--- config.mk ---
export PLATFORM = sky130hd
export DESIGN_NAME = regfile_wr_arbiter
export DESIGN_NICKNAME = d
export VERILOG_FILES = /design/src/rtl/regfile_wr_arbiter.sv
export SDC_FILE = /design/constraint.sdc
export NUM_CORES = 1
export LEC_CHECK = 0
export ABC_AREA = 0
export CORE_ASPECT_RATIO = 1.4
export CORE_MARGIN = 5
export CORE_UTILIZATION = 41
export DETAILED_ROUTE_END_ITERATION = 8
export PLACE_DENSITY = 0.76
export SYNTH_ARGS = -nofsm -noshare
export SYNTH_HDL_FRONTEND = slang
export SYNTH_SLANG_ARGS = --single-unit
--- constraint.sdc ---
create_clock -name clk -period 2.97 [get_ports clk]
set_input_delay 0.7425 -clock clk [delete_from_list [all_inputs] [get_ports clk]]
set_output_delay 0.7425 -clock clk [all_outputs]
set_load 0.1 [all_outputs]
--- src/rtl/regfile_wr_arbiter.sv ---
// rtl/regfile_wr_arbiter.sv - register-file write-port arbiter: pipeline writeback vs 2-deep multi-cycle result FIFO
// Optional starvation guard enabled by defining RF_ARB_FAIRNESS_EN.
module regfile_wr_arbiter #(
    parameter int FAIR_LIMIT = 4
) (
    input  logic        clk,
    input  logic        rst,
    input  logic        pipe_we_i,
    input  logic [4:0]  pipe_rd_addr_i,
    input  logic [31:0] pipe_rd_data_i,
    input  logic        mc_valid_i,
    input  logic [4:0]  mc_rd_addr_i,
    input  logic [31:0] mc_rd_data_i,
    output logic        mc_ready_o,
    output logic        pipe_stall_o,
    output logic        rf_we_o,
    output logic [4:0]  rf_rd_addr_o,
    output logic [31:0] rf_rd_data_o
);

    if (FAIR_LIMIT < 1 || FAIR_LIMIT > 15) begin : g_bad_fair_limit
        $error("FAIR_LIMIT must be in 1..15");
    end

    logic [1:0]  r_count;
    logic        r_wr_ptr;
    logic        r_rd_ptr;
    logic [4:0]  r_addr_q [2];
    logic [31:0] r_data_q [2];

    logic w_stall;
    logic w_pipe_wr;
    logic w_push;
    logic w_pop;

`ifdef RF_ARB_FAIRNESS_EN
    logic [3:0] r_starve;
    logic       r_stall;

    assign w_stall = r_stall && !rst;

    // The flag is set on the cycle the counter reaches the limit, so the
    // stall lands on the very next cycle and the forced pop clears both.
    always_ff @(posedge clk) begin
        if (rst) begin
            r_starve <= 4'd0;
            r_stall  <= 1'b0;
        end else if (w_pop) begin
            r_starve <= 4'd0;
            r_stall  <= 1'b0;
        end else if (r_count != 2'd0) begin
            r_starve <= r_starve + 4'd1;
            if (r_starve + 4'd1 == 4'(FAIR_LIMIT))
                r_stall <= 1'b1;
        end
    end
`else
    assign w_stall = 1'b0;
`endif

    assign pipe_stall_o = w_stall;
    assign mc_ready_o   = !rst && (r_count != 2'd2);
    assign w_pipe_wr    = !rst && pipe_we_i && (pipe_rd_addr_i != 5'd0) && !w_stall;
    assign w_pop        = !rst && (r_count != 2'd0) && !w_pipe_wr;
    // Results targeting x0 complete the handshake but are never stored.
    assign w_push       = mc_valid_i && mc_ready_o && (mc_rd_addr_i != 5'd0);

    always_comb begin
        rf_we_o      = 1'b0;
        rf_rd_addr_o = 5'd0;
        rf_rd_data_o = 32'd0;
        if (w_pop) begin
            rf_we_o      = 1'b1;
            rf_rd_addr_o = r_addr_q[r_rd_ptr];
            rf_rd_data_o = r_data_q[r_rd_ptr];
        end else if (w_pipe_wr) begin
            rf_we_o      = 1'b1;
            rf_rd_addr_o = pipe_rd_addr_i;
            rf_rd_data_o = pipe_rd_data_i;
        end
    end

    always_ff @(posedge clk) begin
        if (rst) begin
            r_count  <= 2'd0;
            r_wr_ptr <= 1'b0;
            r_rd_ptr <= 1'b0;
        end else begin
            r_count <= r_count + {1'b0, w_push} - {1'b0, w_pop};
            if (w_push)
                r_wr_ptr <= ~r_wr_ptr;
            if (w_pop)
                r_rd_ptr <= ~r_rd_ptr;
        end
    end

    always_ff @(posedge clk) begin
        if (w_push) begin
            r_addr_q[r_wr_ptr] <= mc_rd_addr_i;
            r_data_q[r_wr_ptr] <= mc_rd_data_i;
        end
    end

endmodule

======== Word level (Yosys, flattened, before mapping) ========
Memory sizes are Yosys's and may differ from the RTL's. A register that Yosys moved wholly into a read port is not among the register bits.
Index checks and enable logic that the tools add are counted.
storage, ports and cells
  register bits ........................... 4
  memory bits (writable) .................. 74
  memories ................................ 2
  output and inout port bits .............. 40
  input port bits ......................... 78
  logic and storage cells ................. 34
memories
  memory    words  width  read ports  clocked after memory_dff  write ports  line  text
  r_data_q  2      32     1           1                         1            29    logic [31:0] r_data_q [2];
  r_addr_q  2      5      1           1                         1            28    logic [4:0] r_addr_q [2];
operators by class
  equality and inequality tests ........... 1
  $add $sub $neg .......................... 2
  mux-type cells .......................... 12
  reductions and logical operators ........ 12
  bitwise gates (word level) .............. 2
operators by type and width
  operator              count
  $mux W32              2
  $mux W5               2
  $reduce_bool A5 Y1    2
  $mux W1               8
  $logic_and A1 B1 Y1   7
  $add A2 B1 Y2         1
  $logic_not A1 Y1      2
  $ne A2 B2 Y1 const B  1
  $not A1 Y1            2
  $reduce_bool A2 Y1    1
  $sub A2 B1 Y2         1

======== Longest topological paths before layout ========
Gate-level depths: netlist of run 1.
  depth in word-level cells ............... 7
  mapped depth ............................ 9
  mapped depth without buffers ............ 8

======== Worst setup path before layout of run 1 ========
No wires, ideal clock.
  path type ............................... input-to-reg
  start point ............................. in rst
  end point ............................... mem r_addr_q[0][0], enable pin
  required time ........................... 2.539 ns
  slack ................................... -1.854 ns
  setup time .............................. 0.431 ns
  stages .................................. 3
  arrival ................................. 4.393 ns
  path through ............................ a21oi_1 > o211ai_1 > nor2_1
between the ends
  longest elaborated chain between the ends .. 6
RTL lines
  item                               line  text
  start, declared                    7     input logic rst,
  $logic_not A1 Y1                   62    assign mc_ready_o = !rst && (r_count != 2'd2);
  $logic_and A1 B1 Y1                62
  $logic_and A1 B1 Y1 (2 in series)  66    assign w_push = mc_valid_i && mc_ready_o && (mc_rd_addr_i != 5'd0);
  $mux W1                            98    if (w_push) begin
  $mux W1 (implied by the code)      99    r_addr_q[r_wr_ptr] <= mc_rd_addr_i;
  end, declared                      28
Every way passes these cells.

======== Worst setup path after layout of run 1 ========
  start point ............................. in pipe_rd_addr_i[2]
  end point ............................... out rf_rd_addr_o[3]
between the ends
  longest elaborated chain between the ends .. 5
  elaborated cells between the ends (all ways) .. 6
RTL lines
  item                   line  text
  start, declared        9     input logic [4:0] pipe_rd_addr_i,
  $reduce_bool A5 Y1 *   63    assign w_pipe_wr = !rst && pipe_we_i && (pipe_rd_addr_i != 5'd0) && !w_stall;
  $logic_and A1 B1 Y1 *  63
  $logic_not A1 Y1       64    assign w_pop = !rst && (r_count != 2'd0) && !w_pipe_wr;
  $logic_and A1 B1 Y1    64
  $mux W5 *              72    if (w_pop) begin
  end, declared          17    output logic [4:0] rf_rd_addr_o,
Mark *: on every way between the ends. The rest lies on a longest branch, timed or not.

==> summary.txt, run 1 <==
Synth Register Bits = 79
Die X = 88.21 um
Area contributors post-synth = edfxtp_1, mux2i_1, o31ai_2, nand2_1, o31ai_1
H-tree depth = 3
Initial Util = 0.4151
CTS tree = done
Root Buffer = clkbuf_16
Seq pwr share = 0.278
Synth Area per Inst = 14.94 um^2
Max-cap violations = 0
Crit path largest cell delay = 380 ps
I/O Buffers = 116
antenna violations before repair = 0
VDD IR max = 0.5788 mV
crit path DAT = 2310 ps
Setup violations, final = 27
FMAX = 327.7 MHz
CP cell instances = buf_6 > or3_4 > o31a_4 > buf_4 > buf_4 > nor2_4 > a22o_4 > buf_12
Routed wire per std cell = 18.75 um
Reg area = 2323 um^2
RePlAce Congestion = 0.8028
largest net degree at the start of global routing = 38
yosys warns = 0
Cell Pwr Density = 798.7 nW/um^2
Area Overhead vs Synth = 79.90%
CTS sink cnt = 79
commonest cells after routing, fill and taps aside = edfxtp_1, clkdlybuf4s50_1, buf_12
Psw = 2004 uW
clock network fraction of total power = 0.224
Mapped Area = 3511 um^2
violated checks = negative setup slack
slew margin rel. = 0.2649
fin crit period = 3052 ps
pre-CTS setup slack = -494.4 ps
via count = 2475
worst-path fanout max = 6
Worst Hold Class = register to register
setup tns final = -1194 ps
vias in the first global route = 2710
Post-Syn Nets = 315
die height = 119.5 um
commonest non-fill, non-tap cell in the layout = edfxtp_1
CP Data Required Time = 2230 ps
FF-to-FF path depth = 5
RSZ-0062 raised after global routing = true
Yosys top cell area share = 0.6329
Worst-Margin Slew = 1100 ps
Critical-path top delay cell = or3_4
Cell Rows = 40
fillcell total = 515
switching portion of total power = 0.3973
CTS Buf Count = 9
Remaining Overflow, GRT = 0
vias per inst = 5.072
Synth cell types = 28
Worst-path clk slew = 60 ps
status = finished, violations left
Clock Path Buffers = 2
core area = 8458 um^2
top cell type by total area after synthesis = edfxtp_1
critical path class = input port to output pin
final hold violations = 0
clk_lat worst skew = 330 ps
nets@finish = 458
skew final = 6.263 ps
DRT iter0 DRCs = 70
CP Launch Type = input port
Gate Count Post-Synth = 235
P_int = 3040 uW
fin. max-slew vios = 0
GR Util All Layers = 0.1785
final worst slack = -81.96 ps
Hold Path Cell Cnt = 2
DIE AREA = 10540 um^2
r2r setup slk = 820 ps
# diodes = 0
Final Power = 5044 uW
Residual DRC = 0
DP HPWL = 6036 um
area of the multi-input gates = 1608 um^2
Pre-antenna DRT Iters = 4
Ports = 118
Most common cell on crit path = buf_4
ratio of cells with drive above 1 in the final layout = 0.3995
static leakage = 0.002252 uW
CP Capture Type = output pin
Comb power frac = 0.499
utilization after layout = 0.7467
Routed WL = 9151 um
period utilization = 1.028
post-route ant nets = 0
sequential element share of the synthesized area = 0.6614
global-route wire length before repair = 13790 um
## logic make-up (layout without fill, tap and decap cells)
family                     after synthesis  in the layout  synth area share
AOI/OAI and AO/OA                       42             42            0.1162
DFF                                     79             79            0.6614
other                                    1              1          0.001068
buffers and inverters                   21            169           0.04063
adders and majority gates                2              2          0.007126
xor gates and xnor gates                 3              3          0.007485
muxes                                   38             38            0.1091
and+or+nand+nor                         49             49           0.05703
## critical path, delay by kind of cell
kind	cells	cell delay, ps
buf+inv	4	570
simple gates	2	500
compound gates	2	500
## through the flow
stage          std cells  hold slack (ps)  area (um^2)
6_report             488            525.5         6316
4_1_cts              485            526.7         6280
3_3_place_gp         461            494.8         5697
3_5_place_dp         461            512.8         5697
5_1_grt              488            553.9         6316
2_1_floorplan        235            480.5         3966
## power by group through the flow
stage	Clock, uW	Sequential (uW)	Combinational, uW
2_1_floorplan	0	1410	1630
3_3_place_gp	0	1420	2430
3_5_place_dp	0	1420	2460
4_1_cts	1150	1400	2520
5_1_grt	1190	1410	2610
6_report	1130	1400	2510
## final cells by class
class / count / share of cell area
Timing Repair Buffer: 149 / 0.3049
Clock buffer: 9 / 0.03566
Sequential cell: 79 / 0.3679
Tap cell: 105 / 0.02080
Clock inverter: 7 / 0.01387
Multi-Input combinational cell: 135 / 0.2546
Inverter: 4 / 0.002377
## sequential cells by signal, indices dropped and copies added, names as in the netlist, named ones only
register  flops
r_count       2
r_wr_ptr      1
r_addr_q     10
r_data_q     64
r_rd_ptr      1
## what timing repair did
action / in CTS / in global routing
pin swaps: 9 / 19
endpoints found under the hold margin: 0 / 0
endpoints found under the setup margin: 38 / 38
gates resized for setup: 50 / 13
hold buffers: 0 / 0
buffers inserted: 4 / 4
gates cloned: 4 / 1
## cell usage after synthesis
master    instances
o31ai_2          18
nor2_1            7
buf_2             3
clkbuf_1          5
buf_4             2
xnor2_1           2
a22o_1            2
conb_1            1
xor2_1            1
o41ai_1           1
nor2b_1           2
dfxtp_1           5
or2_2             1
edfxtp_1         74
or3_1             1
nand2_1          36
o31ai_1          17
or4_1             1
buf_6             7
mux2_2            2
o31a_1            1
nand2b_1          1
mux2i_1          36
ha_1              2
a21oi_1           1
o211ai_1          1
o21bai_1          1
inv_1             4
## path summary, 6_finish.rpt
kind,start,endpoint
min,r_rd_ptr,r_rd_ptr
min reg2reg,r_rd_ptr,r_rd_ptr
max reg2reg,r_count[0],r_data_q[0][24]
max,pipe_rd_addr_i[2],rf_rd_addr_o[3]
## layer usage
| layer | vias to the layer above | wire length, um | global-route usage |
|---|---|---|---|
| met5 | - | 0 | 0 |
| met4 | 0 | 353 | 0.1134 |
| met3 | 23 | 475 | 0.03365 |
| met2 | 78 | 5051 | 0.3212 |
| met1 | 1185 | 3270 | 0.1823 |
| li1 | 1189 | - | - |
No activity file was read; power rests on OpenSTA's default activity.
==> run 2, diff against run 1 <==
Settings changed: CAP_MARGIN from default to 10.
==> results of run 2 <==
Same layout as run 1: the final DEF is identical, and so are final timing and power.
==> run 3, diff against run 2 <==
Settings changed: MAX_ROUTING_LAYER from default to met4.
==> run 3 against run 2 <==
Net effect:
- hold slack improved by 0.81 ps
- highest routed layer unchanged
- power about the same
- largest power group unchanged
- routed wire length up 0.19%
- sequential power is essentially flat
- clock power hardly changed
- fmax about the same
- global-route usage rose by 0.50 points
- first-iteration DRC count rose by 1.4%
- critical path type unchanged
- critical path depth shrank 2
- the run still ends with negative setup slack left
- non-clock buffer count unchanged
- clock skew about the same
- die area unchanged
==> summary.txt, run 3 (synthesized netlist as in run 1, its figures left out) <==
status = finished, violations left
violated checks = negative setup slack
ratio of cells with drive above 1 in the final layout = 0.4047
core area = 8458 um^2
DP HPWL = 6036 um
I/O Buffers = 116
crit path DAT = 2310 ps
Setup violations, final = 25
Initial Util = 0.4151
fin crit period = 3054 ps
utilization after layout = 0.7463
final worst slack = -84.24 ps
# diodes = 0
Clock Path Buffers = 2
skew final = 6.258 ps
Pre-antenna DRT Iters = 4
post-route ant nets = 0
worst-path fanout max = 10
Largest regs = r_data_q (64), r_addr_q (10), r_count (2)
RSZ-0062 raised after global routing = true
DRT iter0 DRCs = 71
CTS sink cnt = 79
antenna violations before repair = 0
pre-CTS setup slack = -494.4 ps
static leakage = 0.002245 uW
CP Launch Type = input port
VDD IR max = 0.5792 mV
fin. max-slew vios = 0
via count = 2475
CTS tree = done
Cell Pwr Density = 799.1 nW/um^2
Largest register FFs = 64
Worst-Margin Slew = 1100 ps
DIE AREA = 10540 um^2
setup tns final = -1084 ps
Routed wire per std cell = 18.79 um
largest net degree at the start of global routing = 38
Max-cap violations = 0
Worst Hold Class = register to register
Routed WL = 9168 um
commonest non-fill, non-tap cell in the layout = edfxtp_1
Root Buffer = clkbuf_16
critical path class = input port to output pin
slew margin rel. = 0.2647
Ports = 118
H-tree depth = 3
clk_lat worst skew = 330 ps
Die X = 88.21 um
FMAX = 327.4 MHz
global-route wire length before repair = 13780 um
vias per inst = 5.072
nets@finish = 458
period utilization = 1.028
Worst-path clk slew = 60 ps
Cell Rows = 40
Area Overhead vs Synth = 79.79%
Remaining Overflow, GRT = 0
CTS Buf Count = 9
CP Capture Type = output pin
Residual DRC = 0
final hold slack = 526.3 ps
vias in the first global route = 2705
final hold violations = 0
die height = 119.5 um
CP Data Required Time = 2230 ps
GR Util All Layers = 0.1835
RePlAce Congestion = 0.8144
commonest cells after routing, fill and taps aside = edfxtp_1, clkdlybuf4s50_1, buf_12
Biggest register = r_data_q
## run 3: changes by cell type in the layout (fill, tap and decap cells not counted)
cell     delta
buf_8       -1
nand2_2     +3
buf_6       +1
nand2_1     -2
nand2_4     -1
## run 3: final timing paths
check	startpoint	end	slack, ps	depth (start not counted)
setup reg to reg	r_count[0]	r_data_q[0][18]	830	5
setup / recovery	pipe_rd_addr_i[2]	rf_rd_data_o[15]	-80	6
hold / removal	r_rd_ptr	r_rd_ptr	530	2
hold reg to reg	r_rd_ptr	r_rd_ptr	530	2
## run 3: stage by stage
stage	std cells	power [uW]	area, um^2
final	488	5044	6312
after detailed placement	461	3883	5697
after CTS	485	5071	6280
after global placement	461	3846	5697
after global routing	488	5210	6312
after floorplan	235	3040	3966
## run 3: area by class of cell
cell class,instances,area (um^2)
Timing Repair Buffer,149,1922
Multi-Input combinational cell,135,1608
Clock inverter,7,87.58
Sequential cell,79,2323
Inverter,4,15.01
Tap cell,105,131.4
Fill cell,516,2146
Clock buffer,9,225.2
## run 3: what timing repair did
| action | CTS | global route |
|---|---|---|
| gates resized for setup | 50 | 13 |
| setup buffers | 4 | 4 |
| pin swaps | 9 | 16 |
| cloned | 4 | 1 |
| hold buffers | 0 | 0 |
| setup endpoints to repair | 38 | 38 |
## run 3: per-layer routing
layer	wire length (um)	vias to the layer above	GRT usage
met1	3277	1180	0.1846
met3	446	25	0.03022
met2	5077	77	0.3216
met5	0	-	-
li1	-	1193	-
met4	366	0	0.1134
## run 3: report_power, final
group          switching, uW  internal (uW)
registers               47.8           1350
clock network            402            727
logic                   1550            961
## run 3: critical path, cell delays in order
cell	delay (ps)
buf_6	100
or3_4	380
o31a_4	340
buf_6	200
o31ai_4	330
buf_12	210
